==> config.mk <==
export PLATFORM = sky130hd
export DESIGN_NAME = rst_sequencer
export DESIGN_NICKNAME = d
export VERILOG_FILES = /design/src/rtl/rst_sequencer.sv
export SDC_FILE = /design/constraint.sdc
export NUM_CORES = 1
export LEC_CHECK = 0
export CAP_MARGIN = 20
export CORE_MARGIN = 2
export CORE_UTILIZATION = 52
export DETAILED_ROUTE_END_ITERATION = 7
export PLACE_DENSITY = 0.77
export SLEW_MARGIN = 20
export SYNTH_ARGS = -nofsm -noshare
export SYNTH_HDL_FRONTEND = slang
export SYNTH_SLANG_ARGS = --single-unit
==> constraint.sdc <==
create_clock -name clk_i -period 2.4 [get_ports clk_i]
set_clock_uncertainty 0.2 [all_clocks]
set_input_delay 0.24 -clock clk_i [delete_from_list [all_inputs] [get_ports clk_i]]
set_output_delay 0.24 -clock clk_i [all_outputs]
set_load 0.02 [all_outputs]
==> src/rtl/rst_sequencer.sv <==
// Reset sequencer: synchronizes and debounces the clock-generator lock, then releases
// the peripheral reset followed by the core reset. Optional lock-loss counter: RSTSEQ_LOSS_CNT_EN.
module rst_sequencer #(
   parameter int LockStableCycles = 1024,
   parameter int StageGapCycles   = 16,
   parameter int SyncStages       = 2
) (
   input  logic       clk_i,
   input  logic       rst_i,
   input  logic       locked_i,
   input  logic       srst_req_i,
   output logic       rst_periph_no,
   output logic       rst_core_no,
   output logic       ready_o,
   output logic       lock_lost_o,
   output logic [7:0] loss_cnt_o
);

   localparam int MaxCycles = (LockStableCycles > StageGapCycles) ? LockStableCycles : StageGapCycles;
   localparam int CntWidth  = $clog2(MaxCycles + 1);
   localparam logic [CntWidth-1:0] DebounceLast = CntWidth'(LockStableCycles - 1);
   localparam logic [CntWidth-1:0] GapLast      = CntWidth'(StageGapCycles - 1);

   typedef enum logic [2:0] {
      WAIT_LOCK,
      DEBOUNCE,
      PERIPH,
      RUN,
      HOLD
   } state_t;

   state_t                state;
   state_t                state_next;
   logic [CntWidth-1:0]   cnt;
   logic [CntWidth-1:0]   cnt_next;
   logic [SyncStages-1:0] sync_q;
   logic                  locked_s;
   logic                  lock_drop;
   logic                  lose_lock;
   logic                  restart;

   assign locked_s  = sync_q[SyncStages-1];
   assign lock_drop = !locked_s && (state == DEBOUNCE || state == PERIPH || state == RUN);
   // Only a loss after the peripheral reset was released counts as a real lock loss.
   assign lose_lock = lock_drop && (state == PERIPH || state == RUN);

   always_comb begin
      state_next = state;
      restart    = 1'b0;
      if (lock_drop) begin
         state_next = WAIT_LOCK;
      end else if (srst_req_i && state != WAIT_LOCK) begin
         state_next = HOLD;
         restart    = 1'b1;
      end else begin
         case (state)
            WAIT_LOCK: if (locked_s) state_next = DEBOUNCE;
            DEBOUNCE:  if (cnt == DebounceLast) state_next = PERIPH;
            PERIPH:    if (cnt == GapLast) state_next = RUN;
            HOLD:      if (cnt == GapLast) state_next = WAIT_LOCK;
            default:   state_next = state;
         endcase
      end
   end

   always_comb begin
      cnt_next = '0;
      if (state_next == state && !restart &&
          (state == DEBOUNCE || state == PERIPH || state == HOLD)) begin
         cnt_next = cnt + CntWidth'(1);
      end
   end

   // Outputs are decoded from the next state so they switch on the same edge as the state.
   always_ff @(posedge clk_i or posedge rst_i) begin
      if (rst_i) begin
         sync_q        <= '0;
         state         <= WAIT_LOCK;
         cnt           <= '0;
         rst_periph_no <= 1'b0;
         rst_core_no   <= 1'b0;
         ready_o       <= 1'b0;
         lock_lost_o   <= 1'b0;
      end else begin
         sync_q        <= {sync_q[SyncStages-2:0], locked_i};
         state         <= state_next;
         cnt           <= cnt_next;
         rst_periph_no <= (state_next == PERIPH) || (state_next == RUN);
         rst_core_no   <= (state_next == RUN);
         ready_o       <= (state_next == RUN);
         lock_lost_o   <= lose_lock;
      end
   end

`ifdef RSTSEQ_LOSS_CNT_EN
   logic [7:0] loss_cnt_q;

   always_ff @(posedge clk_i or posedge rst_i) begin
      if (rst_i) begin
         loss_cnt_q <= 8'h00;
      end else if (lose_lock && loss_cnt_q != 8'hFF) begin
         loss_cnt_q <= loss_cnt_q + 8'd1;
      end
   end

   assign loss_cnt_o = loss_cnt_q;
`else
   assign loss_cnt_o = 8'h00;
`endif

endmodule
==> run metrics, run 1 <==
total track usage 0.185; routed via count 803; CTS clk-pin slew, worst paths 110 ps; CTS tree yes; final worst-path setup slack 382 ps; Pleak 0.488 nW; crit-path max cell delay 400 ps; Pins Over Slew Limit 0; number of global-route vias before repair 778; register area share after synthesis 0.439; Seq cells post-synth 19; cells after synthesis 113; Vias/cell 5.58; H-tree lvl count 1; final hold slack 152 ps; worst slack, placed 177 ps; Routed WL 1920 um; Worst-Margin Slew 686 ps; initial antenna violation count 0; Top delay family on crit path simple AND/OR/NAND/NOR gates; # fillers 196; Final Hold Viols 0; layout cell share with drive strength beyond 1 0.0855; post-CTS sizing 0; crit path time final 2020 ps; Pre-antenna DRT Iters 4; outcome completed; Worst Path Required 2380 ps; Yosys warnings 0; Max Clock Freq 496 MHz; fin util 0.582; post-route DRC violation count 0; final setup violation count 0; setup TNS 0 ps; wire length per cell 13.4 um; Area growth syn-to-layout 5.55%; critical path peak fanout 11; placed insts 140; Worst Path Buf+Inv 1; Placed Area 1110 um^2; post-synth top area cell dfrtp_1; leading post-synthesis cells by cell area dfrtp_1, buf_4, nor2_1, xnor2_1, nor3_1; Hold Crit Class primary input to async pin; Final Cycle Share 0.841; Antenna Cells 0; WS Path Type flop to flop; Arr. time, crit path 1990 ps; antenna violation net count after detailed routing 0; Final Non-Filler Cells 144; total of max-cap violations 0; CP Capture Type flop; TritonCTS buffer count 3; startpoint types flop; DR iter-0 viols 15; IO Port Bufs 7; initial core utilization 0.552; peak supply drop 0.309 mV; total power 533 uW; area of the mapped netlist 1080 um^2; Yosys cell types 38; Chip Width 49.6 um; Clk Latency, worst-skew pair 300 ps; pwr dens 467 nW/um^2; post-CTS setup buffers 0; largest buffer count on any clock path 2; half-perimeter wire length after placement 1390 um; CP max stage cell dfrtp_1; grt ovf 0; Core Footprint 1960 um^2; first-pass GRT wire length 3490 um; unrepaired setup endpoints after global routing no; synthesized area per cell 9.58 um^2; Rows 16; largest net degree at the start of global routing 20; die span in y 49.6 um; # hold bufs at CTS 0; post-synth top area share 0.439; die area 2460 um^2; GPL Wtd Cong 0.958; CP Cell Sequence ha_1, and4b_1, nand4_1, a221o_1, o311ai_1, buf_4, nor3_1; # IOs 16; max_slew headroom 0.542; design area 1140 um^2; nets 123; Root Driver clkbuf_4; Clock Sink Count 19
-- cells in the mapped netlist, drive strengths merged --
cell,instances
dfrtp,19
buf,14
nor2,13
nor3,7
a21oi,6
nand2,5
xnor2,5
inv,4
nand2b,4
nand4,4
xor2,4
nor3b,3
and2,2
nand3,2
nor4,2
a211oi,1
a221o,1
a311oi,1
a31o,1
a31oi,1
and2b,1
and4,1
and4b,1
clkbuf,1
conb,1
ha,1
nor2b,1
nor4b,1
o21ai,1
o22ai,1
o2bb2ai,1
o311ai,1
o32ai,1
or2,1
-- metal layers --
layer | track usage | share of wire
met1 | 0.237 | 0.46
met5 | 0 | 0
met2 | 0.300 | 0.48
met4 | 0.0741 | 0.0099
met3 | 0.0424 | 0.044
-- placed cells by master, fill, tap and decap left out, types with 2 or more instances in the layout --
cell type / netlist / layout
dfrtp_1: 19 / 19
nor2_1: 13 / 13
conb_1: 1 / 8
nor3_1: 7 / 7
clkdlybuf4s50_1: 0 / 7
a21oi_1: 6 / 6
nand2_1: 5 / 5
xnor2_1: 5 / 5
nand4_1: 4 / 4
nand2b_1: 4 / 4
inv_1: 4 / 4
xor2_1: 4 / 4
clkbuf_4: 0 / 3
nand3_1: 2 / 2
nor3b_2: 2 / 2
and2_1: 2 / 2
-- path summary, 6_finish.rpt --
kind / start / endpoint / slack [ps] / cells after the start
min in group clk_i: sync_q[0] / sync_q[1] / 160 / 0
setup / recovery: cnt[0] / cnt[7] / 380 / 7
max in group asynchronous: rst_i / sync_q[0] / 1410 / 2
setup reg to reg: cnt[0] / cnt[7] / 380 / 7
hold / removal: rst_i / ready_o / 150 / 2
hold reg to reg: sync_q[0] / sync_q[1] / 160 / 0
-- area by class of cell --
cell class              count  area [um^2]  area share
well taps                  27         33.8      0.0296
clock inverters             1         5.00     0.00438
clock buffers               3         22.5      0.0197
inverters                   4         15.0      0.0131
multi-input cells          82          513       0.449
repair buffers              8         77.6      0.0679
flip-flops and latches     19          475       0.416
-- worst register-to-register path, cell delays in order (launching register included) --
cell and delay (ps):
dfrtp_1 400, ha_1 220, and4b_1 270, nand4_1 100, a221o_1 330, o311ai_1 90
buf_4 230, nor3_1 70
-- flip-flops by register name, indices dropped and copies added, names as in the netlist --
signal         cells
lock_lost_o        1
sync_q             2
ready_o            1
state              3
rst_periph_no      1
cnt               11
-- report_power, final --
group | switching (mW) | internal [mW]
Sequential | 0.00607 | 0.326
Combinational | 0.0278 | 0.0137
Clock | 0.0974 | 0.0620
Total | 0.131 | 0.402
-- logic make-up after synthesis --
group	count (synthesis)	share of synthesized area
and+or+nand+nor	48	0.261
buffers and inverters	19	0.111
DFF	19	0.439
AOI/OAI and AO/OA	16	0.101
xor gates and xnor gates	9	0.0728
adders and majority gates	1	0.0116
other	1	0.00346
Note: power is estimated with default switching activity, not from simulation.
==> run 2, diff against run 1 <==
--- a/config.mk
+++ b/config.mk
@@ -7,9 +7,9 @@
 export LEC_CHECK = 0
 export CAP_MARGIN = 20
 export CORE_MARGIN = 2
-export CORE_UTILIZATION = 52
+export CORE_UTILIZATION = 47
 export DETAILED_ROUTE_END_ITERATION = 7
-export PLACE_DENSITY = 0.77
+export PLACE_DENSITY = 0.73
 export SLEW_MARGIN = 20
 export SYNTH_ARGS = -nofsm -noshare
 export SYNTH_HDL_FRONTEND = slang
==> constraint.sdc (replaced) <==
create_clock -name clk_i -period 1.6 [get_ports clk_i]
set_clock_uncertainty 0.2 [all_clocks]
set_input_delay 0.16 -clock clk_i [delete_from_list [all_inputs] [get_ports clk_i]]
set_output_delay 0.16 -clock clk_i [all_outputs]
set_load 0.02 [all_outputs]
==> run 2 against run 1 <==
The flow now finishes with violations (negative setup slack). Flip-flop and latch count is the same. Final cell count grew 25%. Worst hold slack lost 58 ps. Total power grew 58%. Critical path type unchanged. Critical endpoint is now cnt[9].
==> run metrics, run 2 (same netlist as run 1, synthesis figures left out) <==
Max Clock Freq 480 MHz (was 496 MHz); final setup violation count 16 (was 0); most frequent cells in the layout buf_4, dfrtp_1, nor2_1 (was dfrtp_1, nor2_1, conb_1); largest buffer count on any clock path 2 (unchanged); routed via count 976 (was 803); total track usage 0.221 (was 0.185); internal power 630 uW (was 402 uW); CTS tree yes (unchanged); Final Hold Viols 0 (unchanged); CP Capture Type flop (unchanged); Seq pwr share 0.588 (was 0.623); initial core utilization 0.494 (was 0.552); pwr dens 548 nW/um^2 (was 467 nW/um^2); grt ovf 0 (unchanged); die span in y 52.0 um (was 49.6 um); initial antenna violation count 0 (unchanged); Rows 17 (was 16); Final Cycle Share 1.30 (was 0.841); RR Endpoint cnt[9] (was cnt[7]); Root Driver clkbuf_4 (unchanged); Area growth syn-to-layout 41.8% (was 5.55%); most common cell after layout, fill and taps aside buf_4 (was dfrtp_1); Placed Area 1360 um^2 (was 1110 um^2); failing checks negative setup slack; Worst Path Required 1600 ps (was 2380 ps); critical path peak fanout 6 (was 11); die area 2700 um^2 (was 2460 um^2); total of max-cap violations 0 (unchanged); TritonCTS buffer count 3 (unchanged); Hold Path Depth 1; post-route DRC violation count 0 (unchanged); GPL Wtd Cong 0.784 (was 0.958); WS Path Type flop to flop (unchanged); worst slack, placed -560 ps (was 177 ps); wire length per cell 16.0 um (was 13.4 um); setup TNS -5000 ps (was 0 ps); largest net degree at the start of global routing 20 (unchanged); Sequential Area 477 um^2 (was 475 um^2); Vias/cell 5.42 (was 5.58); Biggest register cnt (unchanged); Arr. time, crit path 2080 ps (was 1990 ps); Largest register FFs 11 (unchanged); Hold EP sync_q[0]; design area 1540 um^2 (was 1140 um^2); Worst R2R Setup Slack -480 ps (was 380 ps); antenna violation net count after detailed routing 0 (unchanged); layout cell share with drive strength beyond 1 0.382 (was 0.0855); Gate power share 0.122 (was 0.078); final worst-path setup slack -482 ps (was 382 ps); startpoint types flop (unchanged); DR iter-0 viols 27 (was 15); Core Footprint 2190 um^2 (was 1960 um^2); half-perimeter wire length after placement 1780 um (was 1390 um); switch share 0.251 (was 0.246); H-tree lvl count 1 (unchanged); placed insts 172 (was 140); peak supply drop 0.478 mV (was 0.309 mV); number of global-route vias before repair 954 (was 778); area of the multi-input gates 633 um^2 (was 513 um^2); first-pass GRT wire length 4310 um (was 3490 um); # fillers 167 (was 196); Chip Width 52.0 um (was 49.6 um); Pleak 0.724 nW (was 0.488 nW); IO Port Bufs 7 (unchanged); nets 158 (was 123); Clk Latency, worst-skew pair 300 ps (about the same); Final Non-Filler Cells 180 (was 144); fin util 0.701 (was 0.582); Hold Crit Class primary input to flop (was primary input to async pin); biggest regs cnt: 11 flops, state: 3 flops, sync_q: 2 flops (unchanged); CTS clk-pin slew, worst paths 100 ps (was 110 ps); # IOs 16 (unchanged); Pre-antenna DRT Iters 4 (unchanged); Antenna Cells 0 (unchanged); Pins Over Slew Limit 0 (unchanged); unrepaired setup endpoints after global routing yes (was no); Routed WL 2870 um (was 1920 um); Clk network pwr share 0.289 (was 0.299); Reg2Reg Launch Point cnt[1] (was cnt[0]); Hold Startpoint locked_i; crit path time final 2080 ps (was 2020 ps); net switching power 211 uW (was 131 uW); outcome finished with violations (was completed); R2R cell count 7 (unchanged); Clock Sink Count 19 (unchanged)
-- run 2: cell count changes in the layout (fill, tap and decap cells not counted), moves of 2 or more --
| cell | before | now |
|---|---|---|
| buf_4 | 1 | 30 |
| clkdlybuf4s50_1 | 7 | 3 |
| nor3_1 | 7 | 4 |
| dlygate4sd2_1 | 0 | 3 |
| buf_6 | 0 | 4 |
| nor3_2 | 0 | 3 |
| o311ai_4 | 0 | 2 |
-- run 2: area by class of cell --
cell class | count | share of cell area
clock buffer | 4 | 0.0171
inverter | 4 | 0.00978
multi-input combinational | 83 | 0.412
sequential | 19 | 0.311
tap | 28 | 0.0228
timing repair buffer | 42 | 0.227
-- run 2: repair_timing --
action | CTS | global route
gates resized for setup | 9 | 16
cloned | 1 | 0
hold buffers | 1 | 0
endpoints found under the setup margin | 18 | 17
pin swaps | 1 | 8
setup buffers | 0 | 2
hold endpoints to repair | 19 | 0
-- run 2: power groups by stage --
stage	sequential (mW)	clock, mW	combinational [mW]
after CTS	0.495	0.251	0.0985
after global routing	0.495	0.262	0.112
after global placement	0.503	0	0.0864
final	0.495	0.243	0.103
after floorplan	0.505	0	0.0666
after detailed placement	0.504	0	0.0897
-- run 2: layer usage --
metal,share of wire,vias up,global-route usage
met1,0.41,484,0.276
met4,0.024,0,0.123
met5,0,-,0
li1,-,457,-
met2,0.54,29,0.365
met3,0.032,6,0.0287
-- run 2: worst max-delay path: stages, from the launching register on --
cell and delay [ps]:
dfrtp_1 400, ha_2 190, and4b_1 210, buf_6 130, nand4_1 70, a221o_1 270
o311ai_4 200, nor3_1 310
-- run 2: metrics by stage --
stage / hold slack (ps) / power, mW
after floorplan: -88.9 / 0.572
after global placement: 134 / 0.589
after detailed placement: 141 / 0.594
after CTS: 85.7 / 0.844
after global routing: 93.8 / 0.869
final: 94.1 / 0.841
-- run 2: worst max-delay path by stage --
stage               start      to  slack [ps]  depth (start not counted)
2_1_floorplan      cnt[0]  cnt[3]        -200                          7
3_3_place_gp       cnt[6]  cnt[3]        -520                          4
3_5_place_dp   srst_req_i  cnt[3]        -560                          6
4_1_cts            cnt[6]  cnt[6]        -380                          6
5_1_grt            cnt[1]  cnt[9]        -530                          7
6_report           cnt[1]  cnt[9]        -480                          7
